### src/rtl/host_bus_arbiter.sv
// Round-robin arbiter sharing one simple host-bus master among NUM_REQ requesters.
// One transaction in flight at a time: IDLE -> ISSUE -> (WAIT) -> CLEAR -> IDLE.
module host_bus_arbiter #(
  parameter int NUM_REQ = 4
) (
  input  logic                     i_clk,
  input  logic                     i_rst_n,
  input  logic [NUM_REQ-1:0][1:0]  i_req_rw,
  input  logic [NUM_REQ-1:0][2:0]  i_req_size,
  input  logic [NUM_REQ-1:0][31:0] i_req_addr,
  input  logic [NUM_REQ-1:0][63:0] i_req_wdata,
  output logic [NUM_REQ-1:0]       o_gnt,
  output logic [NUM_REQ-1:0]       o_resp_valid,
  output logic [63:0]              o_resp_rdata,
  output logic                     o_resp_error,
  output logic                     o_resp_invalid,
  output logic [1:0]               o_m_rw,
  output logic [2:0]               o_m_size,
  output logic [31:0]              o_m_addr,
  output logic [63:0]              o_m_wdata,
  output logic                     o_m_clear,
  input  logic                     i_m_wait,
  input  logic                     i_m_done,
  input  logic                     i_m_error,
  input  logic                     i_m_invalid,
  input  logic [63:0]              i_m_rdata
);
  localparam int IW = $clog2(NUM_REQ);

  typedef enum logic [1:0] {IDLE, ISSUE, WAIT, CLEAR} state_t;

  state_t             state, state_nxt;
  logic [NUM_REQ-1:0] pend;
  logic [NUM_REQ-1:0] gnt;
  logic [IW-1:0]      rr_ptr, sel_idx;
  logic               sel_vld, cmpl;
  logic [1:0]         lat_rw;
  logic [2:0]         lat_size;
  logic [31:0]        lat_addr;
  logic [63:0]        lat_wdata;
  logic [63:0]        resp_rdata;
  logic               resp_error, resp_invalid;
  int                 cand;

  for (genvar k = 0; k < NUM_REQ; k++) begin : g_pend
    assign pend[k] = (i_req_rw[k] == 2'b01) || (i_req_rw[k] == 2'b10);
  end

  // Scan offsets high to low so the smallest offset from rr_ptr is the last writer.
  always_comb begin
    sel_vld = 1'b0;
    sel_idx = '0;
    cand    = 0;
    for (int i = NUM_REQ - 1; i >= 0; i--) begin
      cand = int'(rr_ptr) + i;
      if (cand >= NUM_REQ) cand = cand - NUM_REQ;
      if (pend[IW'(cand)]) begin
        sel_vld = 1'b1;
        sel_idx = IW'(cand);
      end
    end
  end

  assign cmpl = i_m_done && !i_m_wait;

  always_ff @(posedge i_clk) begin
    if (!i_rst_n) state <= IDLE;
    else          state <= state_nxt;
  end

  always_comb begin
    state_nxt = state;
    case (state)
      IDLE:    if (sel_vld) state_nxt = ISSUE;
      ISSUE:   state_nxt = cmpl ? CLEAR : WAIT;
      WAIT:    if (cmpl) state_nxt = CLEAR;
      CLEAR:   state_nxt = IDLE;
      default: state_nxt = IDLE;
    endcase
  end

  always_ff @(posedge i_clk) begin
    if (!i_rst_n) begin
      rr_ptr       <= '0;
      gnt          <= '0;
      lat_rw       <= '0;
      lat_size     <= '0;
      lat_addr     <= '0;
      lat_wdata    <= '0;
      resp_rdata   <= '0;
      resp_error   <= 1'b0;
      resp_invalid <= 1'b0;
    end else begin
      if (state == IDLE && sel_vld) begin
        gnt       <= NUM_REQ'(1) << sel_idx;
        lat_rw    <= i_req_rw[sel_idx];
        lat_size  <= i_req_size[sel_idx];
        lat_addr  <= i_req_addr[sel_idx];
        lat_wdata <= i_req_wdata[sel_idx];
        rr_ptr    <= (sel_idx == IW'(NUM_REQ - 1)) ? '0 : sel_idx + IW'(1);
      end
      if ((state == ISSUE || state == WAIT) && cmpl) begin
        resp_error   <= i_m_error;
        resp_invalid <= i_m_invalid;
        resp_rdata   <= (lat_rw == 2'b10) ? i_m_rdata : '0;
      end
      if (state == CLEAR) gnt <= '0;
    end
  end

  assign o_gnt          = gnt;
  assign o_resp_valid   = (state == CLEAR) ? gnt : '0;
  assign o_m_clear      = (state == CLEAR);
  assign o_m_rw         = (state == ISSUE) ? lat_rw : 2'b00;
  assign o_m_size       = lat_size;
  assign o_m_addr       = lat_addr;
  assign o_m_wdata      = lat_wdata;
  assign o_resp_rdata   = resp_rdata;
  assign o_resp_error   = resp_error;
  assign o_resp_invalid = resp_invalid;

endmodule
### config.mk
export PLATFORM = sky130hd
export DESIGN_NAME = host_bus_arbiter
export DESIGN_NICKNAME = d
export VERILOG_FILES = /design/src/rtl/host_bus_arbiter.sv
export SDC_FILE = /design/constraint.sdc
export NUM_CORES = 1
export LEC_CHECK = 0
export BUFFER_PORTS_ARGS = -buffer_cell sky130_fd_sc_hd__buf_2
export CAP_MARGIN = 20
export CELL_PAD_IN_SITES_DETAIL_PLACEMENT = 0
export CELL_PAD_IN_SITES_GLOBAL_PLACEMENT = 2
export CORE_AREA = 5 5 246 248
export CTS_CLUSTER_DIAMETER = 80
export DETAILED_ROUTE_END_ITERATION = 16
export DIE_AREA = 0 0 251 253
export PLACE_DENSITY_LB_ADDON = 0.1
export SLEW_MARGIN = 20
export SYNTH_ARGS = -nofsm -noshare
export SYNTH_HDL_FRONTEND = slang
export SYNTH_SLANG_ARGS = --single-unit
### constraint.sdc
create_clock -name i_clk -period 1.6 [get_ports i_clk]
set_input_delay 0.08 -clock i_clk [delete_from_list [all_inputs] [get_ports i_clk]]
set_output_delay 0.08 -clock i_clk [all_outputs]
set_load 0.1 [all_outputs]
# After elaboration in Yosys (flattened, before gate mapping)
# Index checks and enable logic that the tools add are counted.
[op_classes]
shift = 1
n_reduce_logical = 12
n_bitwise = 1
mux = 40
eq_ne = 15
order_cmp = 9
addsub = 8
[op_table]
columns = ["op", "n"]
rows = [
  ["binary-select mux 64 bit (select 2 bit)", 1],
  ["2-to-1 mux 64 bit", 2],
  ["binary-select mux 32 bit (select 2 bit)", 1],
  ["2-to-1 mux 32 bit", 1],
  ["2-to-1 mux 2 bit", 13],
  ["equality test 2 bit (second input constant)", 8],
  ["< comparator 2 x 4 -> 1 bit (second input constant)", 4],
  ["2-to-1 mux 1 bit", 13],
  ["equality test 2 x 1 -> 1 bit (second input constant)", 5],
  ["greater-or-equal comparator 3 bit (second input constant)", 3],
  ["binary-select mux 1 bit (select 2 bit)", 4],
  ["one-hot mux 2 bit (4 select lines)", 1],
  ["subtractor 2 x 1 -> 2 bit (second input constant)", 4],
  ["adder 2 x 2 -> 3 bit (second input constant)", 2],
  ["binary-select mux 3 bit (select 2 bit)", 1],
  ["logical OR 1 bit", 5],
  ["binary-select mux 2 bit (select 2 bit)", 1],
  ["2-to-1 mux 4 bit", 1],
  ["inequality test 2 bit (second input constant)", 2],
  ["left shift 1 x 2 -> 4 bit (first input constant)", 1],
  ["adder 2 x 1 -> 3 bit (second input constant)", 1],
  ["greater-or-equal comparator 2 x 3 -> 1 bit (second input constant)", 1],
  ["logical AND 1 bit", 3],
  ["< comparator 2 x 3 -> 1 bit (second input constant)", 1],
  ["other kinds (7)", 7],
]
[totals]
output_inout_bits = 176
register_bits = 175

# Depth between registers and ports, before layout
# Gate-level depths: netlist of the first run.
[logic_depth]
ltp_word = 12
ltp_mapped = 9

# Worst setup path after synthesis of the first run
# OpenSTA, ideal clock, no wires.
[synth_timing]
path_kind = "reg2out"
start = "register state[0]"
end = "output o_resp_valid[0]"
slack_ns = -0.552
n_path_buf = 0
arrival_time_ns = 2.072
stages_incl_launch_ff = 3
cell_sequence = "dfxtp_1 ha_1 and2_1"
[synth_via]
elab_chain_cells = 2
[synth_rtl]
columns = ["item", "line_no", "text"]
rows = [
  ["start, declared", "32", "state_t state, state_nxt;"],
  ["start signal, assigned", "68", "else state <= state_nxt;"],
  ["equality test 2 bit", "n/a", ""],
  ["named net o_m_clear", "21", "output logic o_m_clear,"],
  ["2-to-1 mux 4 bit", "112", "assign o_resp_valid = (state == CLEAR) ? gnt : '0;"],
  ["end, declared", "13", "output logic [NUM_REQ-1:0] o_resp_valid,"],
]
# The timed path passes the listed nets, and every way through them passes these cells.

# Final worst setup path of the first run
[layout_timing]
start = "register rr_ptr[1]"
end = "register lat_wdata[9], in the netlist o_m_wdata[9]"
[layout_via]
elab_chain_cells = 12
[layout_rtl]
columns = ["item", "line_no", "text"]
rows = [
  ["start, declared", "35", "logic [IW-1:0] rr_ptr, sel_idx;"],
  ["start signal, assigned", "100", "rr_ptr <= (sel_idx == IW'(NUM_REQ - 1)) ? '0 : sel_idx + IW'(1);"],
  ["adder 2 x 2 -> 3 bit", "55", "cand = int'(rr_ptr) + i;"],
  ["greater-or-equal comparator 3 bit / subtractor 2 x 1 -> 2 bit (equally long branches)", "56", "if (cand >= NUM_REQ) cand = cand - NUM_REQ;"],
  ["2-to-1 mux 2 bit", "56", ""],
  ["binary-select mux 1 bit (select 2 bit)", "57", "if (pend[IW'(cand)]) begin"],
  ["2-to-1 mux 1 bit (not written as such) (2 in a row)", "57", ""],
  ["2-to-1 mux 2 bit (4 in a row)", "57", ""],
  ["binary-select mux 64 bit (select 2 bit)", "99", "lat_wdata <= i_req_wdata[sel_idx];"],
  ["2-to-1 mux 64 bit (not written as such)", "99", ""],
  ["end signal, assigned", "99", ""],
  ["end, declared", "40", "logic [63:0] lat_wdata;"],
]
# Parallel ways exist; a longest one is shown, timed or not. The select of a mux whose other input is x is not followed.
# A chain may end at the register's enable or synchronous reset.

==> results of run 1 <==
## state kept, by name, indices dropped and copies added, names as in the netlist, 2 cells and up
name,count
o_m_addr,32
lat_rw,2
o_m_size,3
o_resp_rdata,64
state,2
o_m_wdata,64
o_gnt,4
rr_ptr,2
## per-layer routing
layer / track usage / vias up / share of wire
met3: 0.0577 / 83 / 0.067
met2: 0.322 / 406 / 0.50
met4: 0.0663 / 2 / 0.034
met1: 0.201 / 5615 / 0.40
li1: - / 5800 / -
met5: 0 / - / 0.00020
## tightest hold or removal path: stages
cell      delay, ps
buf_2           100
mux2i_4          80
buf_4           130
o221ai_1        140
## kinds of logic (layout without fill, tap and decap cells)
group	after synthesis	after routing
buffers and inverters	90	1286
DFF	175	175
AOI/OAI and AO/OA	178	178
adders and majority gates	8	8
muxes	206	206
other	0	7
xor gates and xnor gates	6	6
and+or+nand+nor	263	263
## through the flow
stage               setup TNS, ps   util
floorplan                    -797      -
global placement           -43290  0.237
detailed placement         -45720  0.237
CTS                        -24670  0.349
global route               -30460  0.357
finish                     -22670  0.357
## worst paths after layout
kind | endpoint | depth (start not counted) | slack [ps]
max reg2reg | o_m_wdata[9] | 8 | -320
min | o_m_wdata[7] | 4 | 90
min reg2reg | o_resp_rdata[62] | 2 | 450
max | o_m_wdata[9] | 8 | -320
## area by class of cell
cell class              count  area share
inverters                   7     0.00162
clock buffers              20      0.0230
clock inverters            12     0.00704
flip-flops and latches    175       0.169
repair buffers           1247       0.481
multi-input cells         661       0.271
well taps                 773      0.0465
diodes                      7    0.000843
## timing repair
action / in CTS / in global routing
cloned: 11 / 2
setup buffers: 32 / 6
endpoints found under the hold margin: 171 / 1
pin swaps: 44 / 34
resized for setup: 148 / 96
setup endpoints to repair: 113 / 114
hold buffers: 458 / 4
## power by group
group	leakage, nW	internal [mW]	switching, mW
clock network	0.297	2.51	2.21
registers	1.43	5.77	0.770
logic	7.85	9.29	17.1
total	9.58	17.6	20.1
## Yosys cell counts, drive strengths merged (2+ instances only)
cell type	n
mux2i	206
dfxtp	175
nand2	171
o221ai	102
a21oi	70
nand3	64
buf	48
clkbuf	35
nor2	10
and2	9
ha	8
inv	7
xor2	4
nor2b	3
nor3	3
nand2b	2
xnor2	2
==> reports/results.ini, run 1 <==
[yosys]
synth_top_family_by_area = multiplexers
synthCells = 926
yosysSeqAreaShare = 0.406
postSynthAreaPerCell_um2 = 9.31
synth-compound-area-share = 0.155
synth_edf_count = 0
async_flop_share = 0
yosys_warnings = 0
synth_seq_cells = 175
synth-simple-area-share = 0.129
synth_area_leaders = dfxtp_1, mux2i_1, o221ai_1
syn_area_um2 = 8620
synth_xor_area_frac = 0.00696
synth_top_area_share = 0.406
synth_fa_ha_area_frac = 0.0116
syn-num-nets = 1408
ys_types = 31
synth.largest_area_cell = dfxtp_1
synthMuxAreaShare = 0.239
dominantRegCellSynth = dfxtp_1

[cts]
clock_path_buffers = 2
insertion_delay_ps = 480
path_clk_slew_ps = 90
cts-root-buf = clkbuf_16
cts_tree = done
cts_made_buffers = 17
htreeDepth = 4
cts.sinks = 175

[drt]
wirelength_um = 60100
drc = 0
drt-wirelength-per-cell_um = 20.7
num_vias = 11900
drt-vias-per-instance = 4.10
antenna_left = 0
drt-initial-drc-count = 375
firstDrtPassIters = 4

[final_layout]
area_growth_syn_to_layout_pct = 141
final_cell_area_um2 = 20800
fillers = 5987
multi_input_area_um2 = 5630
regArea_um2 = 3520
final_nets = 2591
final_common_cell = buf_2
drive_gt1_frac = 0.450
final_cell_mix = buf_2, dlygate4sd3_1, nand2_1
finalNonFillerCells = 2902

[critical_path]
path_class = flop to flop
critical_path_arrival_ps = 2280
cpMaxStageDelayCell = dfxtp_4
path_common_cell = buf_12
crit_path_cell_trace = a211oi_4 -> o32ai_4 -> buf_12 -> buf_16 -> buf_12 -> buf_12 -> mux2i_4 -> o221ai_1
cp_top_family = buffers and inverters
cp-end-kind = flop
timing.rr.start = rr_ptr[1]
cp_slowest_stage_delay_ps = 360
crit_buf_inv = 4
crit_start = rr_ptr[1]
crit_fanout = 7
required_ps = 1960
cp-start-kind = flop

[global_routing]
grt_antenna_before_repair = 8
first_global_vias = 12900
grt_max_degree = 65
grt-ovfl-total = 0
grt_first_pass_wirelength_um = 86000
grt_usage = 0.180

[die]
fp.coreArea_um2 = 58200
fp.dieH_um = 253
start_util = 0.148
fp.dieW_um = 251
io_pins = 650
dieArea_um2 = 63500
core.rowCount = 89

[power_and_ir_drop]
p_leak_nw = 9.58
powerDensity_nw_per_um2 = 1810
total_power_mw = 37.7
ir_drop_uv = 998

[sta]
finClkSkew_ps = 12.3
fin_crit_sh = 1.20
final_hold_viol_count = 0
rsz0062_at_grt = yes
fmax_ghz = 0.521
period_minus_slack_ps = 1920
slew_violations = 0
worst_slack_ps = -321
whs_ps = 94.7
relSlewSlack = 0.599
tightest_slew_ps = 606
setup_viol_count_final = 105

[min_path]
hp-start = i_req_wdata[7]
min_path_type = primary input to flop

[place]
dp_cells = 2364
place_congestion = 0.836
dp_hpwl_um = 43900
portBuffers = 649
pre_cts_slack_ps = -658
post_dp_cell_area_um2 = 13800

[status]
violations = negative setup slack
status = finished with violations

[run]
cap_violations = 0

No activity file was read; power rests on OpenSTA's default activity.
==> run 2, diff against run 1 <==
- CORE_AREA: 5 5 246 248 -> 2 2 250 252
- DIE_AREA: 0 0 251 253 -> 0 0 252 254
==> run 2 against run 1 <==
  * The run still ends with negative setup slack left
  * First-iteration DRC count is 9.3% higher
  * Fmax rose by 4.6%
  * Critical path depth unchanged
==> reports/results.ini, run 2 (same netlist as run 1, synthesis figures left out) <==
[critical_path]
cp-start-kind = flop
required_ps = 1940
path_class = flop to flop
rr_endpoint = o_m_wdata[4]
endpoint = o_m_wdata[4]
critical_path_arrival_ps = 2180
crit_start = rr_ptr[0]
reg2regPathDepth = 8
r2r_setup_slack_ps = -240
crit_fanout = 10
timing.rr.start = rr_ptr[0]
cp-end-kind = flop

[final_layout]
area_growth_syn_to_layout_pct = 140
multi_input_area_um2 = 5530
drive_gt1_frac = 0.445
regArea_um2 = 3520
final_common_cell = buf_2
fillers = 6372
finalNonFillerCells = 2921
final_cell_area_um2 = 20700
final_cell_mix = buf_2, dlygate4sd3_1, nand2_1
final_nets = 2592

[power_and_ir_drop]
internal-power_mw = 17.1
p_seq_frac = 0.176
clkPwrFrac = 0.121
p_leak_nw = 9.60
p_switching_mw = 20.0
comb_power_share = 0.703
powerDensity_nw_per_um2 = 1800
switching_share = 0.539
ir_drop_uv = 1010

[sta]
rsz0062_at_grt = yes
final_hold_viol_count = 0
relSlewSlack = 0.609
fin_crit_sh = 1.15
finClkSkew_ps = 12.1
worst_slack_ps = -237
tightest_slew_ps = 590
slew_violations = 0
setup_viol_count_final = 111
fmax_ghz = 0.544
setup_tns_ps = -17080
period_minus_slack_ps = 1840

[die]
fp.coreArea_um2 = 61300
dieArea_um2 = 64000
fp.dieH_um = 254
io_pins = 650
start_util = 0.141
core.rowCount = 91
fp.dieW_um = 252

[cts]
htreeDepth = 4
path_clk_slew_ps = 80
cts_tree = done
clock_path_buffers = 2
cts.sinks = 175
cts-root-buf = clkbuf_16
insertion_delay_ps = 480
cts_made_buffers = 17

[global_routing]
grt_usage = 0.175
grt_first_pass_wirelength_um = 82300
first_global_vias = 12700
grt_antenna_before_repair = 13
grt-ovfl-total = 0
grt_max_degree = 71

[place]
place_congestion = 0.820
dp_cells = 2368
portBuffers = 649
dp_hpwl_um = 43000
post_dp_cell_area_um2 = 13600

[drt]
antenna_left = 0
drc = 0
wirelength_um = 60000
firstDrtPassIters = 4
drt-initial-drc-count = 410
drt-wirelength-per-cell_um = 20.5
num_vias = 11900
drt-vias-per-instance = 4.08

[run]
cap_violations = 0

[status]
status = finished with violations
violations = negative setup slack

[min_path]
holdPathStages = 4
min_path_type = primary input to flop

==> run 2: cell types whose count changed in the layout (fill, tap and decap cells not counted), moves of 3 or more <==
cell,previous run,this run
buf_12,53,36
buf_6,19,30
mux2i_1,132,143
clkbuf_16,20,27
mux2i_4,43,36
buf_8,13,9
mux2i_2,31,27
buf_16,11,14
clkinv_4,3,6
==> run 2: per-stage QoR <==
stage / setup slack, ps / utilization / power, mW / hold WS, ps
after detailed placement: -617 / 0.222 / 27.7 / 328
final: -237 / 0.338 / 37.2 / 73.3
after floorplan: -51.8 / - / 21.6 / 213
after global routing: -322 / 0.338 / 38.8 / 67.0
after CTS: -227 / 0.323 / 35.8 / 23.1
after global placement: -610 / 0.222 / 27.7 / 323
==> run 2: what timing repair did <==
item                                   4_1_cts  5_1_grt
gates resized for setup                    120      107
setup endpoints to repair                  112      123
endpoints found under the hold margin      171        1
hold buffers                               461        2
cloned                                       7       14
pin swaps                                   23       48
buffers inserted                            25       17
==> run 2: layout make-up <==
| type | count | area share |
|---|---|---|
| inverter | 7 | 0.00163 |
| clock buffer | 18 | 0.0207 |
| antenna | 8 | 0.000968 |
| timing repair buffer | 1248 | 0.484 |
| sequential | 175 | 0.170 |
| clock inverter | 14 | 0.00768 |
| multi-input combinational | 661 | 0.267 |
| tap | 790 | 0.0478 |
==> run 2: metal layers <==
metal | up-vias | routed length, um | GRT usage | part of all wire
met5 | - | 59 | 0 | 0.00098
met4 | 10 | 2510 | 0.0855 | 0.042
met3 | 99 | 3900 | 0.0542 | 0.065
met2 | 411 | 29700 | 0.304 | 0.49
met1 | 5600 | 23800 | 0.194 | 0.40
li1 | 5806 | - | - | -
==> run 2: worst min path at each step <==
stage                     start       endpoint  slack, ps
5_1_grt             i_req_rw[4]      lat_rw[0]         70
4_1_cts        i_req_wdata[214]  o_m_wdata[22]         20
3_5_place_dp          i_m_error   o_resp_error        330
2_1_floorplan           i_rst_n      rr_ptr[0]        210
6_report            i_req_rw[4]      lat_rw[0]         70
3_3_place_gp          i_m_error   o_resp_error        320
==> run 2: power by group through the flow <==
stage	sequential (mW)	combinational, mW	clock (mW)
final	6.53	26.1	4.51
after global routing	6.70	27.2	4.94
after CTS	6.52	24.4	4.82
after detailed placement	6.60	21.1	0
after global placement	6.59	21.1	0
after floorplan	15.8	5.80	0
==> run 2: critical path, stage by stage (launching register included) <==
cell      delay (ps)
dfxtp_4          370
nor2_4            40
o32ai_4          300
buf_6            170
buf_16           160
buf_12           150
buf_6            130
mux2i_1          220
o221ai_1         150
